<file path="config.mk">
export PLATFORM = sky130hd
export DESIGN_NAME = rx_cmd_parser
export DESIGN_NICKNAME = d
export VERILOG_FILES = /design/src/rtl/rx_cmd_parser.sv
export SDC_FILE = /design/constraint.sdc
export NUM_CORES = 1
export LEC_CHECK = 0
export BUFFER_PORTS_ARGS = -buffer_cell sky130_fd_sc_hd__buf_2
export CORE_MARGIN = 2
export CORE_UTILIZATION = 30
export CTS_BUF_LIST = sky130_fd_sc_hd__clkbuf_8
export CTS_CLUSTER_DIAMETER = 80
export DETAILED_ROUTE_END_ITERATION = 16
export SLEW_MARGIN = 20
export SYNTH_ARGS = -nofsm -noshare
export SYNTH_HDL_FRONTEND = slang
export SYNTH_SLANG_ARGS = --single-unit
</file>
<file path="constraint.sdc">
create_clock -name CLK -period 3.14 [get_ports CLK]
set_clock_uncertainty 0.1 [all_clocks]
set_input_delay 0.628 -clock CLK [delete_from_list [all_inputs] [get_ports CLK]]
set_output_delay 0.628 -clock CLK [all_outputs]
set_load 0.01 [all_outputs]
</file>
<file path="src/rtl/rx_cmd_parser.sv">
// Command-frame parser for the REF_CLK domain.
// Collects synchronised UART RX bytes into RF write / RF read / ALU op /
// ALU nop commands and presents each one as a registered parallel word with
// a valid/ready handshake. Flags bad opcodes, bad fields, inter-byte timeout
// and overrun through a one-cycle error strobe with a sticky error code.
module rx_cmd_parser #(
  parameter int DATA_WIDTH  = 8,
  parameter int ADDR_WIDTH  = 4,
  parameter int TIMEOUT_CYC = 1024
) (
  input  logic                  CLK,
  input  logic                  RST,
  input  logic [DATA_WIDTH-1:0] RX_P_DATA,
  input  logic                  RX_D_VLD,
  input  logic                  CMD_RDY,
  output logic                  CMD_VLD,
  output logic [1:0]            CMD_TYPE,
  output logic [ADDR_WIDTH-1:0] CMD_ADDR,
  output logic [DATA_WIDTH-1:0] CMD_WDATA,
  output logic [DATA_WIDTH-1:0] CMD_OPA,
  output logic [DATA_WIDTH-1:0] CMD_OPB,
  output logic [3:0]            CMD_FUN,
  output logic                  ERR,
  output logic [1:0]            ERR_CODE
);

  localparam int CNT_W = $clog2(TIMEOUT_CYC + 1);
  localparam logic [CNT_W-1:0] CNT_LAST = CNT_W'(TIMEOUT_CYC - 1);

  localparam logic [DATA_WIDTH-1:0] OP_RF_WR  = DATA_WIDTH'(8'hAA);
  localparam logic [DATA_WIDTH-1:0] OP_RF_RD  = DATA_WIDTH'(8'hBB);
  localparam logic [DATA_WIDTH-1:0] OP_ALU_OP = DATA_WIDTH'(8'hCC);
  localparam logic [DATA_WIDTH-1:0] OP_ALU_NP = DATA_WIDTH'(8'hDD);

  localparam logic [1:0] E_FIELD   = 2'b00;
  localparam logic [1:0] E_OPCODE  = 2'b01;
  localparam logic [1:0] E_TIMEOUT = 2'b10;
  localparam logic [1:0] E_OVERRUN = 2'b11;

  typedef enum logic [1:0] {
    T_RF_WR  = 2'b00,
    T_RF_RD  = 2'b01,
    T_ALU_OP = 2'b10,
    T_ALU_NP = 2'b11
  } cmd_type_e;

  typedef enum logic [2:0] {
    S_IDLE,
    S_GET_ADDR,
    S_GET_WDATA,
    S_GET_OPA,
    S_GET_OPB,
    S_GET_FUN,
    S_HOLD
  } state_e;

  state_e                state_q, state_d;
  cmd_type_e             type_q, type_d;
  logic [ADDR_WIDTH-1:0] addr_q, addr_d;
  logic [DATA_WIDTH-1:0] wdata_q, wdata_d;
  logic [DATA_WIDTH-1:0] opa_q, opa_d;
  logic [DATA_WIDTH-1:0] opb_q, opb_d;
  logic [3:0]            fun_q, fun_d;
  logic                  vld_q, vld_d;
  logic                  err_q, err_d;
  logic [1:0]            err_code_q, err_code_d;
  logic [CNT_W-1:0]      cnt_q, cnt_d;

  logic                  op_ok;
  state_e                op_state;
  cmd_type_e             op_type;
  logic                  start_frame;
  logic                  in_get;
  logic                  addr_bad;
  logic                  fun_bad;

  assign addr_bad = (RX_P_DATA >> ADDR_WIDTH) != '0;
  assign fun_bad  = (RX_P_DATA >> 4) != '0;
  assign in_get   = (state_q == S_GET_ADDR) || (state_q == S_GET_WDATA) ||
                    (state_q == S_GET_OPA)  || (state_q == S_GET_OPB)   ||
                    (state_q == S_GET_FUN);

  // Decode the current RX byte as an opcode: first state and command type.
  always_comb begin
    op_ok    = 1'b1;
    op_state = S_IDLE;
    op_type  = T_RF_WR;
    case (RX_P_DATA)
      OP_RF_WR:  begin op_state = S_GET_ADDR; op_type = T_RF_WR;  end
      OP_RF_RD:  begin op_state = S_GET_ADDR; op_type = T_RF_RD;  end
      OP_ALU_OP: begin op_state = S_GET_OPA;  op_type = T_ALU_OP; end
      OP_ALU_NP: begin op_state = S_GET_FUN;  op_type = T_ALU_NP; end
      default:   op_ok = 1'b0;
    endcase
  end

  // Next-state, field capture, handshake, timeout and error generation.
  // NOTE: every variable gets a default at the top so no path leaves one
  // unassigned -- that is what keeps this block from inferring latches.
  always_comb begin
    state_d     = state_q;
    type_d      = type_q;
    addr_d      = addr_q;
    wdata_d     = wdata_q;
    opa_d       = opa_q;
    opb_d       = opb_q;
    fun_d       = fun_q;
    vld_d       = vld_q;
    err_d       = 1'b0;
    err_code_d  = err_code_q;
    cnt_d       = '0;
    start_frame = 1'b0;

    case (state_q)
      S_IDLE: begin
        if (RX_D_VLD) start_frame = 1'b1;
      end
      S_GET_ADDR: begin
        if (RX_D_VLD) begin
          addr_d = RX_P_DATA[ADDR_WIDTH-1:0];
          if (addr_bad) begin
            err_d      = 1'b1;
            err_code_d = E_FIELD;
            state_d    = S_IDLE;
          end else if (type_q == T_RF_WR) begin
            state_d = S_GET_WDATA;
          end else begin
            state_d = S_HOLD;
            vld_d   = 1'b1;
          end
        end
      end
      S_GET_WDATA: begin
        if (RX_D_VLD) begin
          wdata_d = RX_P_DATA;
          state_d = S_HOLD;
          vld_d   = 1'b1;
        end
      end
      S_GET_OPA: begin
        if (RX_D_VLD) begin
          opa_d   = RX_P_DATA;
          state_d = S_GET_OPB;
        end
      end
      S_GET_OPB: begin
        if (RX_D_VLD) begin
          opb_d   = RX_P_DATA;
          state_d = S_GET_FUN;
        end
      end
      S_GET_FUN: begin
        if (RX_D_VLD) begin
          fun_d = RX_P_DATA[3:0];
          if (fun_bad) begin
            err_d      = 1'b1;
            err_code_d = E_FIELD;
            state_d    = S_IDLE;
          end else begin
            state_d = S_HOLD;
            vld_d   = 1'b1;
          end
        end
      end
      S_HOLD: begin
        if (CMD_RDY) begin
          // Consumer takes the command; a byte in the same cycle is a new opcode.
          vld_d   = 1'b0;
          state_d = S_IDLE;
          if (RX_D_VLD) start_frame = 1'b1;
        end else if (RX_D_VLD) begin
          err_d      = 1'b1;
          err_code_d = E_OVERRUN;
        end
      end
      default: state_d = S_IDLE;
    endcase

    // Inter-byte timeout; a byte arriving on the expiry cycle takes priority.
    if (in_get && !RX_D_VLD) begin
      if (cnt_q == CNT_LAST) begin
        err_d      = 1'b1;
        err_code_d = E_TIMEOUT;
        state_d    = S_IDLE;
      end else begin
        cnt_d = cnt_q + CNT_W'(1);
      end
    end

    // Opcode byte: start a fresh command with all fields cleared.
    if (start_frame) begin
      if (op_ok) begin
        state_d = op_state;
        type_d  = op_type;
        addr_d  = '0;
        wdata_d = '0;
        opa_d   = '0;
        opb_d   = '0;
        fun_d   = '0;
      end else begin
        err_d      = 1'b1;
        err_code_d = E_OPCODE;
        state_d    = S_IDLE;
      end
    end
  end

  // State and output registers; every output comes straight from a flop.
  // NOTE: sequential state uses non-blocking assignments so all flops
  // update together from pre-edge values; the comb block above uses blocking.
  always_ff @(posedge CLK or negedge RST) begin
    if (!RST) begin
      state_q    <= S_IDLE;
      type_q     <= T_RF_WR;
      addr_q     <= '0;
      wdata_q    <= '0;
      opa_q      <= '0;
      opb_q      <= '0;
      fun_q      <= '0;
      vld_q      <= 1'b0;
      err_q      <= 1'b0;
      err_code_q <= '0;
      cnt_q      <= '0;
    end else begin
      state_q    <= state_d;
      type_q     <= type_d;
      addr_q     <= addr_d;
      wdata_q    <= wdata_d;
      opa_q      <= opa_d;
      opb_q      <= opb_d;
      fun_q      <= fun_d;
      vld_q      <= vld_d;
      err_q      <= err_d;
      err_code_q <= err_code_d;
      cnt_q      <= cnt_d;
    end
  end

  assign CMD_VLD   = vld_q;
  assign CMD_TYPE  = type_q;
  assign CMD_ADDR  = addr_q;
  assign CMD_WDATA = wdata_q;
  assign CMD_OPA   = opa_q;
  assign CMD_OPB   = opb_q;
  assign CMD_FUN   = fun_q;
  assign ERR       = err_q;
  assign ERR_CODE  = err_code_q;

endmodule
</file>
Word-level counts from Yosys, hierarchy flattened. Cells that the tools add are included.

Flip-flop bits (word level): 52. Bits of input ports: 12. Logic and storage cells: 112.

Add/subtract/negate cells: 1. Equal/unequal tests: 18. Muxes and demuxes: 67. Reduce and logical (&&, ||, !) cells: 15.

Operator list (number): 8-bit 2-to-1 mux (12); 3-bit 2-to-1 mux (13); 8-bit == test (second input constant) (4); 4-bit 2-to-1 mux (8); 11-bit 2-to-1 mux (2); 3-bit case mux with 7 select lines (1); 1-bit 2-to-1 mux (17); 2-bit 2-to-1 mux (8); 2-bit inequality test (second input constant) (7); 11-bit by 1-bit adder with 11-bit output (second input constant) (1); 11-bit by 10-bit == test with 1-bit output (second input constant) (1); 3-bit == test (second input constant) (3); 3-bit case mux with 3 select lines (1); 8-bit AND reduction (1); 8-bit nonzero test (1); 3-bit by 2-bit == test with 1-bit output (second input constant) (2); 2-bit case mux with 3 select lines (1); 1-bit logical OR (4); 1-bit case mux with 2 select lines (2); 1-bit case mux with 4 select lines (1); 2-bit case mux with 2 select lines (1); 4-bit nonzero test (1); 2-bit OR reduction (2); 4-bit OR reduction (1); other kinds (6) (6).

Depth between registers and ports, before layout.
Depth in word-level cells: 9. Depth in mapped cells: 7.

Worst setup path after synthesis. No wires, ideal clock.

Path type: input-to-reg. Start: input RX_P_DATA[4]. End: register err_code_q[0] (netlist: ERR_CODE[0]). Setup time: 0.076 ns. Arrival time: 1.610 ns. Required time: 2.964 ns. Path slack: 1.354 ns. Stages: 5. Buffers on the path: 1. Path through: clkbuf_1 or4_1 nand3_1 a21oi_1 o21ai_1.

Cells in the longest elaborated chain, start to end: 8. Elaborated cells on any way between the ends: 14. Those cells by class: 4 x eq/ne; 8 x mux; 2 x reduce/logical.

Ends and longest elaborated chain: start: declaration (RTL line 13) `input logic [DATA_WIDTH-1:0] RX_P_DATA,`; 8-bit nonzero test (RTL line 77, 78); 2-bit 2-to-1 mux (RTL line 121, 155); 2-bit 2-to-1 mux (RTL line 153) `if (RX_D_VLD) begin`; 2-bit case mux with 2 select lines (RTL line 114) `case (state_q)`; 2-bit 2-to-1 mux (RTL line 181) `if (cnt_q == CNT_LAST) begin`; 2-bit 2-to-1 mux (RTL line 180) `if (in_get && !RX_D_VLD) begin`; 2-bit 2-to-1 mux (RTL line 192) `if (op_ok) begin`; 2-bit 2-to-1 mux (*) (RTL line 191) `if (start_frame) begin`; net err_code_d[0] (RTL line 66) `logic [1:0] err_code_q, err_code_d;`; end signal: assignment (RTL line 234) `err_code_q <= err_code_d;`; end: declaration (RTL line 66).

Mark *: on every way through the listed nets, which the timed path passes. The rest lies on a longest branch. A chain may end at the register's enable or synchronous reset.

Worst setup path after layout.
Start: register cnt_q[0]. End: register state_q[1].

Cells in the longest elaborated chain, start to end: 4.

Ends and longest elaborated chain: start: declaration (RTL line 67) `logic [CNT_W-1:0] cnt_q, cnt_d;`; start signal: assignment (RTL line 235) `cnt_q <= cnt_d;`; 11-bit by 10-bit == test with 1-bit output (RTL line 181); 3-bit 2-to-1 mux (RTL line 181); 3-bit 2-to-1 mux (RTL line 180); 3-bit 2-to-1 mux (RTL line 191); net state_d[1] (RTL line 57) `state_e state_q, state_d;`; end signal: assignment (RTL line 225) `state_q <= state_d;`; end: declaration (RTL line 57).

The timed path passes the listed nets, and every way through them passes these cells.

==> key figures <==
Run status
  – Status: finished clean

Yosys
  – Synth top area cells: dfrtp_1 (53%), nand2_1 (8.9%), a21oi_1 (6.8%)
  – Post-Syn Area per Cell: 9.34 sq um
  – Post-synth cell types: 46
  – Cell taking the most area after synthesis: dfrtp_1
  – Post-synth EDFFs: 0
  – Mux share of post-synthesis cell area: 0.0329
  – Synth Area in Adders: 0.00513
  – Fraction of registers with async set/reset: 1.00
  – Synth Area in XOR/XNOR: 0.0323
  – Top-area cell type share of the netlist area: 0.534
  – YS warnings: 0
  – Synth Flop Type: dfrtp_1
  – Sequential fraction of the synthesis area: 0.534
  – Synthesized area: 2440 sq um
  – Post-synth top cells: nand2_1 (58), dfrtp_1 (52), a21oi_1 (33), nor2_1 (25), nand3_1 (9)
  – Largest family of logic cells by synthesized area: simple AND/OR/NAND/NOR gates
  – Simple-gate share of the synthesized area: 0.225
  – Syn_nets: 274
  – #FFs+latches synth: 52
  – Syn Inst Count: 261
  – Most common cell in the netlist: nand2_1
  – Compound-gate portion of the synthesized area: 0.131

Floorplan
  – Die Y: 94.1 um
  – Core Area: 7810 sq um
  – Die width: 94.1 um
  – Rows: 32
  – Ports: 50
  – Initial core utilization: 0.312
  – Die Area: 8860 sq um

Setup path
  – Worst r2r src: cnt_q[0]
  – CP max stage cell: nor4_1
  – Crit path max-delay family: simple AND/OR/NAND/NOR gates
  – CP max FO: 4
  – Worst Setup End Kind: flop
  – Startpoint Class: flop
  – Buffers and inverters on the worst path: 0
  – R2r endpoint: state_q[1]
  – Critical path cell sequence: ha_1 > nand4_1 > nor4_1 > a32oi_1 > a22o_1
  – CP required: 3240 ps
  – WS Path Type: flop to flop
  – CP max stage delay: 560 ps
  – Depth of the most critical reg-to-reg path: 5
  – Flop-to-flop setup slack: 1050 ps
  – Crit path arrival time: 2190 ps

Drt
  – DRC viols: 0
  – Via count of the routed design: 1998
  – WL/cell: 14.6 um
  – Drt first pass iters: 4
  – 1st-iter DRT viols: 124
  – DR vias/cell: 4.91
  – Total Wirelength: 5930 um
  – ANT nets after route: 0

Clock tree
  – Clock Sink Count: 52
  – Post-cts sizing count: 0
  – Clock-pin slew on the worst setup and hold paths: 100 ps
  – H-tree levels: 2
  – Latest clock arrival within the worst-skew pair: 310 ps
  – Post-CTS setup buffer count: 0
  – Number of hold buffers added after CTS: 0
  – Total CTS buffers: 5
  – Max Root-Sink Buffers: 2
  – CTS root buffer: clkbuf_8
  – CTS tree: done

Place
  – Area after DPL: 2770 sq um
  – Worst slack, placed: 1040 ps
  – Port bufs: 49
  – Dpl hpwl: 4100 um
  – GPL Wtd Cong: 0.851
  – DP Cell Count: 400

Pwr
  – Leak: 1.31 nW
  – Maximum VDD drop: 0.000203 V
  – PwrDens: 738 nW/um^2
  – Final Power: 2.11 mW

Global routing
  – Largest net degree at the start of global routing: 53
  – First-pass GRT wire length: 9730 um
  – GRT overflow: 0
  – GRT Total Usage: 0.141
  – Vias in the first global route: 1902
  – Initial antenna violation count: 0

Timing
  – Min Hold Slack: 197 ps
  – Hold Vio Cnt, Final: 0
  – Worst relative slew slack: 0.445
  – Period utilisation layout: 0.665
  – Max Slew Vio Count: 0
  – Least-Margin Pin Slew: 826 ps
  – Min Tclk post-route: 2090 ps
  – Setup TNS: 0 ps
  – RSZ-0062 raised after global routing: no
  – FMAX: 479 MHz
  – Setup ws final: 1050 ps
  – Final setup vio count: 0

Cells and area
  – Layout cells sized above 1: 0.203
  – Sequential Area: 1300 sq um
  – Final Non-Filler Cells: 407
  – Nets@finish: 318
  – P&R area growth vs syn: 17.4%
  – Area of the multi-input gates: 1040 sq um
  – N_diodes: 0
  – Fill count: 809
  – Post-route design area: 2860 sq um
  – Final Core Density: 0.366

Run
  – Max-Cap Viols: 0

Hold path
  – Worst min path class: input port to async pin
## routing by layer
layer,track usage,vias up,part of all wire
met5,0,-,0
met2,0.214,53,0.47
li1,-,979,-
met3,0.0321,7,0.049
met1,0.197,959,0.46
met4,0.0531,0,0.013
## layout by cell type, fill, tap and decap left out, types with 3 or more instances in the layout
cell	instances
buf_2	49
o21ai_0	3
nor3_1	5
nor4_1	4
nand2_1	58
xnor2_1	7
inv_1	5
clkbuf_8	6
a21oi_1	33
nand3_1	9
nor2_1	25
mux2i_1	8
dfrtp_1	52
## report_power, final
group / internal [mW] / switching [mW]
combinational: 0.302 / 0.386
clock: 0.176 / 0.217
sequential: 0.869 / 0.161
## flip-flops by register name, summed over array words and instances (netlist names)
| signal | count |
|---|---|
| CMD_TYPE | 2 |
| CMD_VLD | 1 |
| state_q | 3 |
| ERR | 1 |
| cnt_q | 11 |
| ERR_CODE | 2 |
| CMD_FUN | 4 |
| CMD_ADDR | 4 |
| CMD_OPB | 8 |
| CMD_OPA | 8 |
| CMD_WDATA | 8 |
## kinds of logic (layout without fill, tap and decap cells)
logic type / after synthesis / after routing
AOI/OAI and AO/OA: 53 / 53
muxes: 8 / 8
xor gates and xnor gates: 9 / 9
buffers and inverters: 20 / 64
adders and majority gates: 1 / 1
DFF: 52 / 52
and+or+nand+nor: 118 / 118
## final cells by class
type,instances,share of cell area
Sequential cell,52,0.455
Multi-Input combinational cell,189,0.364
Timing Repair Buffer,52,0.0980
Tap cell,102,0.0446
Clock buffer,6,0.0289
Inverter,5,0.00656
Clock inverter,1,0.00306
## worst register-to-register path, cell delays in order (launching register included)
cell     delay [ps]
dfrtp_1         400
ha_1            230
nand4_1         210
nor4_1          560
a32oi_1         190
a22o_1          300
## how the worst max path moves through the flow
| stage | cells after the start | slack (ps) | start | endpoint |
|---|---|---|---|---|
| after floorplan | 5 | 1350 | RX_P_DATA[4] | ERR_CODE[0] |
| after global placement | 5 | 1050 | RX_D_VLD | CMD_ADDR[1] |
| after detailed placement | 5 | 1040 | RX_D_VLD | CMD_WDATA[5] |
| after CTS | 5 | 1060 | cnt_q[0] | cnt_q[5] |
| after global routing | 5 | 810 | cnt_q[0] | state_q[1] |
| final | 5 | 1050 | cnt_q[0] | state_q[1] |
Note: power is estimated with default switching activity, not from simulation.
